File: config.mk
export PLATFORM = sky130hd
export DESIGN_NAME = vga_line_prefetch
export DESIGN_NICKNAME = d
export VERILOG_FILES = /design/src/rtl/vga_line_prefetch.sv
export SDC_FILE = /design/constraint.sdc
export NUM_CORES = 1
export LEC_CHECK = 0
export CAP_MARGIN = 20
export CORE_ASPECT_RATIO = 0.9
export CORE_MARGIN = 1.5
export CORE_UTILIZATION = 40
export CTS_CLUSTER_SIZE = 25
export DETAILED_ROUTE_END_ITERATION = 12
export DONT_BUFFER_PORTS = 1
export SETUP_SLACK_MARGIN = 0.05
export SYNTH_ARGS = -nofsm -noshare
export SYNTH_HDL_FRONTEND = slang
export SYNTH_SLANG_ARGS = --single-unit
File: constraint.sdc
create_clock -name clkDiv -period 5.45 [get_ports clkDiv]
set_input_delay 1.09 -clock clkDiv [delete_from_list [all_inputs] [get_ports clkDiv]]
set_output_delay 1.09 -clock clkDiv [all_outputs]
set_load 0.02 [all_outputs]
File: src/rtl/vga_line_prefetch.sv
// Raster-order pixel prefetch: word reads from frame memory into a small FIFO, one RGB332 pixel out per active cycle.
// Latency: pixel popped in cycle N is on red/green/blue in cycle N+1; underrun flag rises the cycle after an empty pop.
// Backpressure: requests are credit limited (fifo count + outstanding < FIFO_DEPTH) and held stable until memGnt.
module vga_line_prefetch #(
    parameter int H_DISPLAY  = 640,
    parameter int V_DISPLAY  = 480,
    parameter int ADDR_WIDTH = 19,
    parameter int FIFO_DEPTH = 16
) (
    input  logic                  clkDiv,
    input  logic                  rst,
    input  logic [8:0]            row,
    input  logic [9:0]            column,
    input  logic                  displayActive,
    input  logic                  vSync,
    output logic                  memReq,
    output logic [ADDR_WIDTH-1:0] memAddr,
    input  logic                  memGnt,
    input  logic                  memRdValid,
    input  logic [7:0]            memRdData,
    output logic [2:0]            red,
    output logic [2:0]            green,
    output logic [1:0]            blue,
    output logic                  underrun
);
    localparam int PW = $clog2(FIFO_DEPTH);
    localparam int CW = PW + 1;
    localparam logic [ADDR_WIDTH-1:0] LAST_ADDR = ADDR_WIDTH'(H_DISPLAY * V_DISPLAY - 1);
    localparam logic [ADDR_WIDTH-1:0] ADDR_ONE  = ADDR_WIDTH'(1);
    localparam logic [CW-1:0]         CNT_ONE   = CW'(1);
    localparam logic [PW-1:0]         PTR_ONE   = PW'(1);
    localparam logic [CW:0]           DEPTH_X   = (CW + 1)'(FIFO_DEPTH);

    typedef enum logic [1:0] {FETCH, DONE, FLUSH} state_t;

    state_t                state_q, state_d;
    logic                  req_q, req_d;
    logic [ADDR_WIDTH-1:0] addr_q, addr_d;
    logic [CW-1:0]         outst_q, outst_d;
    logic [CW-1:0]         cnt_q, cnt_d;
    logic [CW-1:0]         drop_q, drop_d;
    logic [PW-1:0]         wr_q, wr_d;
    logic [PW-1:0]         rd_q, rd_d;
    logic [7:0]            pix_q, pix_d;
    logic                  unr_q, unr_d;
    logic                  vsync_q;
    logic                  fifo_we;
    logic [7:0]            fifo_mem [FIFO_DEPTH];

    // Timing-controller position is informational only; addressing is self-counted.
    logic unused_pos;
    assign unused_pos = ^{row, column};

    logic granted, ret, pop, empty_pop, push, vsync_fall;

    // Next-state for the fetch FSM, credit counters, FIFO pointers and the pixel register.
    always_comb begin
        state_d = state_q;
        req_d   = req_q;
        addr_d  = addr_q;
        outst_d = outst_q;
        cnt_d   = cnt_q;
        drop_d  = drop_q;
        wr_d    = wr_q;
        rd_d    = rd_q;
        pix_d   = '0;
        unr_d   = unr_q;
        fifo_we = 1'b0;

        granted    = req_q & memGnt;
        ret        = memRdValid & (outst_q != '0);
        pop        = displayActive & (cnt_q != '0);
        empty_pop  = displayActive & (cnt_q == '0);
        vsync_fall = vsync_q & ~vSync;
        // Returns during FLUSH, and those owed to underrun pixels, never reach the FIFO.
        push       = ret & (state_q != FLUSH) & (drop_q == '0);

        case ({granted, ret})
            2'b10:   outst_d = outst_q + CNT_ONE;
            2'b01:   outst_d = outst_q - CNT_ONE;
            default: outst_d = outst_q;
        endcase

        if (ret && state_q != FLUSH && drop_q != '0) begin
            drop_d = drop_q - CNT_ONE;
        end
        // An empty pop owes one late word; dropping it keeps later pixels aligned.
        if (empty_pop) begin
            unr_d = 1'b1;
            if (drop_d != '1) begin
                drop_d = drop_d + CNT_ONE;
            end
        end

        if (pop) begin
            pix_d = fifo_mem[rd_q];
            rd_d  = rd_q + PTR_ONE;
        end
        if (push) begin
            fifo_we = 1'b1;
            wr_d    = wr_q + PTR_ONE;
        end
        case ({push, pop})
            2'b10:   cnt_d = cnt_q + CNT_ONE;
            2'b01:   cnt_d = cnt_q - CNT_ONE;
            default: cnt_d = cnt_q;
        endcase

        // The address saturates at the last pixel so it never wraps inside a frame.
        if (granted && addr_q != LAST_ADDR) begin
            addr_d = addr_q + ADDR_ONE;
        end

        case (state_q)
            FETCH: if (granted && addr_q == LAST_ADDR) state_d = DONE;
            DONE:  state_d = DONE;
            FLUSH: begin
                if (outst_q == '0 && !req_q && !vsync_fall) begin
                    state_d = FETCH;
                    addr_d  = '0;
                    cnt_d   = '0;
                    wr_d    = '0;
                    rd_d    = '0;
                    drop_d  = '0;
                end
            end
            default: state_d = FETCH;
        endcase
        if (vsync_fall) begin
            state_d = FLUSH;
        end

        // A request in flight is held until granted, even across a resync.
        if (req_q && !memGnt) begin
            req_d = 1'b1;
        end else begin
            req_d = (state_d == FETCH) && (({1'b0, cnt_d} + {1'b0, outst_d}) < DEPTH_X);
        end
    end

    // State and output registers.
    always_ff @(posedge clkDiv or negedge rst) begin
        if (!rst) begin
            state_q <= FETCH;
            req_q   <= 1'b0;
            addr_q  <= '0;
            outst_q <= '0;
            cnt_q   <= '0;
            drop_q  <= '0;
            wr_q    <= '0;
            rd_q    <= '0;
            pix_q   <= '0;
            unr_q   <= 1'b0;
            vsync_q <= 1'b1;
        end else begin
            state_q <= state_d;
            req_q   <= req_d;
            addr_q  <= addr_d;
            outst_q <= outst_d;
            cnt_q   <= cnt_d;
            drop_q  <= drop_d;
            wr_q    <= wr_d;
            rd_q    <= rd_d;
            pix_q   <= pix_d;
            unr_q   <= unr_d;
            vsync_q <= vSync;
        end
    end

    // Pixel storage; contents need no reset since occupancy is tracked by cnt_q.
    always_ff @(posedge clkDiv) begin
        if (fifo_we) begin
            fifo_mem[wr_q] <= memRdData;
        end
    end

    assign memReq   = req_q;
    assign memAddr  = addr_q;
    assign red      = pix_q[7:5];
    assign green    = pix_q[4:2];
    assign blue     = pix_q[1:0];
    assign underrun = unr_q;

endmodule

# ---- Word-level counts from Yosys, hierarchy flattened
# Memory sizes are Yosys's and may differ from the RTL's.
# Index checks and enable logic that the tools add are counted.
dict set report word_totals {
  reg_bits 55
  ram_bits 128
  inputBits 33
  mem_count 1
}
dict set report op_classes {
  addsub 10
  magnitude_cmp 1
  eq_ne 10
  n_mux 27
  bitwise_logic 8
  reduce_logical 19
}
# name words width rd rd_ports_with_merged_regs write_ports line
set mem_list {}
lappend mem_list {fifo_mem 16 8 1 0 1 48} ;# logic [7:0] fifo_mem [FIFO_DEPTH];
# operator count
set op_table {}
lappend op_table {{19-bit 2-to-1 mux} 3}
lappend op_table {{5-bit 2-to-1 mux} 7}
lappend op_table {{4-bit 2-to-1 mux} 6}
lappend op_table {{5-bit one-hot mux with 2 select lines} 2}
lappend op_table {{19-bit by 1-bit adder with 19-bit output (second input constant)} 1}
lappend op_table {{19-bit == test (second input constant)} 1}
lappend op_table {{19-bit != test (second input constant)} 1}
lappend op_table {{5-bit by 1-bit adder with 5-bit output (second input constant)} 3}
lappend op_table {{5-bit zero test} 3}
lappend op_table {{5-bit nonzero test} 3}
lappend op_table {{5-bit by 1-bit subtractor with 5-bit output (second input constant)} 3}
lappend op_table {{4-bit by 1-bit adder with 4-bit output (second input constant)} 2}
lappend op_table {{1-bit logical AND} 8}
lappend op_table {{8-bit 2-to-1 mux} 1}
lappend op_table {{1-bit bitwise AND} 7}
lappend op_table {{5-bit by 5-bit adder with 6-bit output} 1}
lappend op_table {{2-bit by 1-bit == test with 1-bit output (second input constant)} 3}
lappend op_table {{2-bit == test (second input constant)} 3}
lappend op_table {{6-bit by 5-bit less-than comparator with 1-bit output (second input constant)} 1}
lappend op_table {{2-bit 2-to-1 mux} 3}
lappend op_table {{2-bit one-hot mux with 3 select lines} 1}
lappend op_table {{5-bit != test (second input constant)} 1}
lappend op_table {{2-bit zero test} 2}
lappend op_table {{1-bit 2-to-1 mux} 4}
lappend op_table {{other kinds (3)} 5}

# ---- Logic depth before layout (Yosys ltp)
dict set report depth {
  depth_word 12
  depth_mapped 20
}

# ---- Worst setup path before layout
# Ideal clock, no wire load.
dict set report synth_path {
  path_kind {register -> register}
  start {reg drop_q[0]}
  end {reg req_q (netlist: memReq)}
  setup_time_ns 0.068
  arrival_time_ns 3.951
  t_required_ns 5.382
  path_slack_ns 1.431
  stages_incl_launch_ff 20
  n_path_buf 1
  synth_period_minus_slack_ns 4.019
  path_cell_list {dfrtp_1 > inv_1 > ha_1 > nor4b_2 > inv_1 > nor2_2 > inv_2 > ha_1 > clkbuf_1 > xor2_1 > ha_1 > a21oi_1 > a32oi_1 > o21a_1 > or3_1 > a21oi_1 > ha_1 > a211o_1 > nor3_1 > a32o_1}
}
dict set report synth_between {
  elab_chain_len 10
  word_cells_on_any_way 11
  classes_between {add/sub (1); order compare (1); eq/ne (2); mux (4); bitwise (1); reduce/logical (2)}
}
# element line
set synth_rtl {}
lappend synth_rtl {{from (decl)} 41} ;# logic [CW-1:0] drop_q, drop_d;
lappend synth_rtl {{from (signal assigned)} 161} ;# drop_q <= drop_d;
lappend synth_rtl {{5-bit zero test *} 76} ;# push = ret & (state_q != FLUSH) & (drop_q == '0);
lappend synth_rtl {{1-bit bitwise AND *} 76}
lappend synth_rtl {{2-bit by 1-bit == test with 1-bit output / 2-bit == test (equally long branches)} 103} ;# case ({push, pop})
lappend synth_rtl {{5-bit one-hot mux with 2 select lines *} 103}
lappend synth_rtl {{5-bit 2-to-1 mux} 118} ;# if (outst_q == '0 && !req_q && !vsync_fall) begin
lappend synth_rtl {{5-bit 2-to-1 mux *} 114} ;# case (state_q)
lappend synth_rtl {{via cnt_d[4]} 40} ;# logic [CW-1:0] cnt_q, cnt_d;
lappend synth_rtl {{5-bit by 5-bit adder with 6-bit output *} 137} ;# req_d = (state_d == FETCH) && (({1'b0, cnt_d} + {1'b0, outst_d}) < DEPTH_X);
lappend synth_rtl {{6-bit by 5-bit less-than comparator with 1-bit output *} 137}
lappend synth_rtl {{1-bit logical AND *} 137}
lappend synth_rtl {{1-bit 2-to-1 mux *} 134} ;# if (req_q && !memGnt) begin
lappend synth_rtl {{via req_d} 37} ;# logic req_q, req_d;
lappend synth_rtl {{to (signal assigned)} 157} ;# req_q <= req_d;
lappend synth_rtl {{to (decl)} 37}
# Mark *: on every way through the listed nets, which the timed path passes. The rest lies on a longest branch.
# A chain may end at the register's enable or synchronous reset.

# ---- Final worst setup path
# Same ends and word-level chain as after synthesis.

==> reports/metrics.sh <==
DRT_FIRST_ITER_VIOLATIONS=292
CRITPATHKIND='register to register'
POSTROUTEANTENNANETS=0
GR-TOTAL-OVERFLOW=0
GRT_PASS1_VIAS=4298
POST-CTS-SETUP-BUFFERS=0
CRIT_CHAIN='inv_1, ha_1, nor4b_2, inv_1, nor2_2, inv_2, ha_1, xor2_1, ha_1, a21oi_1, a32oi_1, o21a_1, or3_1, a21oi_1, ha_1, a211o_1, nor3_1, a32o_1'
REG2REG_SLACK_NS=1.01
TIMING.FMAX_MHz=225
TIMING.CRITICAL_PATH.SLOWEST_CELL_DELAY_NS=0.51
NUM_IO_PINS=62
WORSTREGTOREGCELLS=18
GRT_PASS1_WL_MM=23.6
FINALCRITPERIODSHARE=0.814
PATH_CLK_SLEW_NS=0.07
WORST_SKEW_PAIR.LATE_LATENCY_NS=0.43
STATIC-LEAKAGE-POWER_nW=3.16
POST-PLACE-CELLS=766
TIMING_MAX_TRANSITION_VIOLATIONS_FINAL=0
FINISH.NET_COUNT=584
RELSLEWSLACK=0.428
SYNTH_FP_NETS=574
PLACEMENTROWS=49
TIMING.MAX_CAP.VIOLATIONS=0
VIOLATIONS='design-rule violations'
WL_PER_CELL_UM=18.3
ASYNC_RESET_FF_FRAC=0.301
WORST_SETUP_PATH_END_KIND='register'
TIMING.CRITICAL_PATH.MODE_CELL='sky130_fd_sc_hd__ha_1'
DIE_AREA_UM2=21100
WORST_SLEW_PIN_SLEW_NS=0.859
SYN_INST=520
ROUTED-VIA-COUNT=4261
WORST-ENDPOINT-REQUIRED_NS=5.82
WORSTPATHMAXFANOUT=9
DIEWIDTH_UM=153
SYNTH_FLOP_CELL='sky130_fd_sc_hd__edfxtp_1'
FINALSETUPTNS_NS=0
FINALCRITICALPERIOD_NS=4.44
TRITONCTS='built'
LARGEST_NET_DEGREE_AT_THE_START_OF_GLOBAL_ROUTING=56
CRITICAL-PATH-SLOWEST-CELL='sky130_fd_sc_hd__nor4b_2'
IR_WORST_VDD_mV=0.210
MIN_PATH_TYPE='primary input to async pin'
DRIVE_ABOVE_1_SHARE=0.195
FINAL_CRITICAL_PATH_SETUP_SLACK_NS=1.01
N_ANTENNA_CELL=0
SYNTH_TOP_AREA_SHARE=0.475
CLK_PATH_BUF_DEPTH=2
INITIAL_UTILIZATION=0.406
SYNTHESIS.YOSYS.WARNINGS=0
SYNTH_CELL_TYPE_COUNT=60
COMMONEST_CELLS_AFTER_ROUTING_FILL_AND_TAPS_ASIDE='128 x sky130_fd_sc_hd__edfxtp_1, 52 x sky130_fd_sc_hd__dfrtp_1, 40 x sky130_fd_sc_hd__mux4_2'
WORST_SETUP_PATH_START_KIND='register'
TIMING.FINAL.HOLD_VIOLATIONS=0
SYNTH-SEQ-CELLS=183
GR-USAGE-ALL-LAYERS=0.148
ROOT_BUFFER='sky130_fd_sc_hd__clkbuf_16'
FINAL_COMMON_CELL='sky130_fd_sc_hd__edfxtp_1'
RUN_STATUS='finished, violations left'
PLACE.PORT_BUFFERS=0
FP.COREAREA_UM2=19900
WORST_EP_ARRIVAL_TIME_NS=4.80
POST_LAYOUT_NONFILLER_INSTANCES=798
CLOCK-SKEW-FINAL_NS=0.00781
SYNTH_ENABLE_FLOP_CELLS=128
WIRELENGTH_ROUTED_MM=14.6
POST_CTS_RESIZE_COUNT=0
AVGSYNTHCELLAREA_UM2=15.6
FINAL_SETUP_VIOLATION_COUNT=0
DIE_HEIGHT_UM=138
INITIAL_DRT_PASS_ITERATIONS=8
RSZ0062_AT_GRT='no'
CTS_MAX_LEVEL=4
AREA_DELTA_SYNTH_FINAL_PCT=10.7
PLACE_CONGESTION=0.771
CTS_NUM_SINKS=183
YOSYS-TOP-CELLS-AREA='sky130_fd_sc_hd__edfxtp_1 47%, sky130_fd_sc_hd__dfrtp_1 17%, sky130_fd_sc_hd__mux4_2 11%'
AVGVIACOUNTPERCELL=5.34
CTS_HOLD_BUF=0
YS_SEQ_AREA_FRAC=0.645
GRT_ANTENNA_BEFORE_REPAIR=0
DPL.HPWL_MM=10.1
SYNTH_LARGEST_AREA_CELL='sky130_fd_sc_hd__edfxtp_1'
POWER_PER_CELL_AREA_nW_PER_UM2=459
DPL_WORST_SLACK_NS=1.00
TRITONCTS.NUM_BUFFERS=17
POST_SYNTH_INSTANCE_AREA_UM2=8090
DRC_ERRORS=1
worst max-delay path: cells and delay by family (launching register included):
| kind | cells | cell delay, ns |
|---|---|---|
| AOI/OAI and AO/OA | 6 | 1.19 |
| xor gates and xnor gates | 1 | 0.18 |
| adders and majority gates | 4 | 0.95 |
| buffers and inverters | 3 | 0.36 |
| DFF | 1 | 0.41 |
| and+or+nand+nor | 4 | 1.29 |
sequential cells by signal, summed over array words and instances (netlist names):
signal and cells:
memReq 1, wr_q 4, fifo_mem 128, outst_q 5, rd_q 4, cnt_q 5, memAddr 19, drop_q 5
vsync_q 1, state_q 2, pix_q 8, underrun 1
path summary, 6_finish.rpt:
check,from,to
worst max-delay path,drop_q[0],memReq
worst min-delay path,rst,memAddr[7]
worst max register to register,drop_q[0],memReq
worst min register to register,outst_q[4],outst_q[4]
max in group asynchronous,rst,vsync_q
min in group clkDiv,outst_q[4],outst_q[4]
layout make-up:
cell class              instances  area [µm²]
repair buffers                 14        97.6
well taps                     255         319
clock inverters                13         135
fillers                      1683       11000
multi-input cells             298        2690
inverters                      16        60.1
flip-flops and latches        183        5220
clock buffers                  19         433
kinds of logic (layout without fill, tap and decap cells):
| logic type | after synthesis | after routing | share of synthesized area |
|---|---|---|---|
| xor+xnor | 30 | 30 | 0.0325 |
| compound gates | 58 | 58 | 0.0521 |
| mux | 44 | 44 | 0.116 |
| fa+ha+maj | 21 | 21 | 0.0334 |
| flops | 183 | 183 | 0.645 |
| simple gates | 145 | 145 | 0.0980 |
| buf+inv | 39 | 62 | 0.0224 |
metrics by stage:
step | power [mW] | instance area (µm²) | utilization | hold WS [ns]
global route | 4.34 | 8960 | 0.450 | 0.327
detailed placement | 2.97 | 8390 | 0.421 | 0.507
floorplan | 2.74 | 8090 | - | 0.464
finish | 4.11 | 8960 | 0.450 | 0.353
CTS | 4.16 | 8960 | 0.450 | 0.331
global placement | 2.93 | 8380 | 0.420 | 0.507
cells in the mapped netlist, types with 2 or more instances:
| cell type | count |
|---|---|
| sky130_fd_sc_hd__o21ai_0 | 12 |
| sky130_fd_sc_hd__xor2_1 | 13 |
| sky130_fd_sc_hd__ha_1 | 20 |
| sky130_fd_sc_hd__a21oi_1 | 20 |
| sky130_fd_sc_hd__o21bai_1 | 3 |
| sky130_fd_sc_hd__buf_1 | 3 |
| sky130_fd_sc_hd__and4_1 | 3 |
| sky130_fd_sc_hd__a21o_1 | 3 |
| sky130_fd_sc_hd__a21oi_2 | 2 |
| sky130_fd_sc_hd__nor4_1 | 5 |
| sky130_fd_sc_hd__buf_2 | 4 |
| sky130_fd_sc_hd__nor4b_1 | 3 |
| sky130_fd_sc_hd__or4_4 | 2 |
| sky130_fd_sc_hd__nor2b_1 | 2 |
| sky130_fd_sc_hd__nor3_1 | 13 |
| sky130_fd_sc_hd__nand2b_1 | 3 |
| sky130_fd_sc_hd__and2_1 | 3 |
| sky130_fd_sc_hd__buf_4 | 3 |
| sky130_fd_sc_hd__nand4_1 | 3 |
| sky130_fd_sc_hd__edfxtp_1 | 128 |
| sky130_fd_sc_hd__nand3_1 | 11 |
| sky130_fd_sc_hd__mux2i_1 | 3 |
| sky130_fd_sc_hd__o21a_1 | 3 |
| sky130_fd_sc_hd__or3_1 | 12 |
| sky130_fd_sc_hd__dfrtp_1 | 54 |
| sky130_fd_sc_hd__xnor2_1 | 17 |
| sky130_fd_sc_hd__clkbuf_1 | 11 |
| sky130_fd_sc_hd__a22oi_1 | 2 |
| sky130_fd_sc_hd__inv_1 | 15 |
| sky130_fd_sc_hd__and3_1 | 13 |
| sky130_fd_sc_hd__nor2_1 | 39 |
| sky130_fd_sc_hd__nand2_1 | 23 |
| sky130_fd_sc_hd__o211ai_2 | 3 |
| sky130_fd_sc_hd__mux4_2 | 40 |
per-layer routing:
metal / vias up / part of all wire / track usage
met5: - / 0 / 0
met4: 0 / 0.014 / 0.0512
met3: 15 / 0.036 / 0.0388
met2: 63 / 0.46 / 0.222
met1: 2175 / 0.49 / 0.209
li1: 2008 / - / -
power breakdown:
part,switching (mW),internal [mW]
combinational,0.499,0.572
sequential,0.245,1.61
clock,0.537,0.645
total,1.28,2.83
Power figures use the tool's default switching activity.
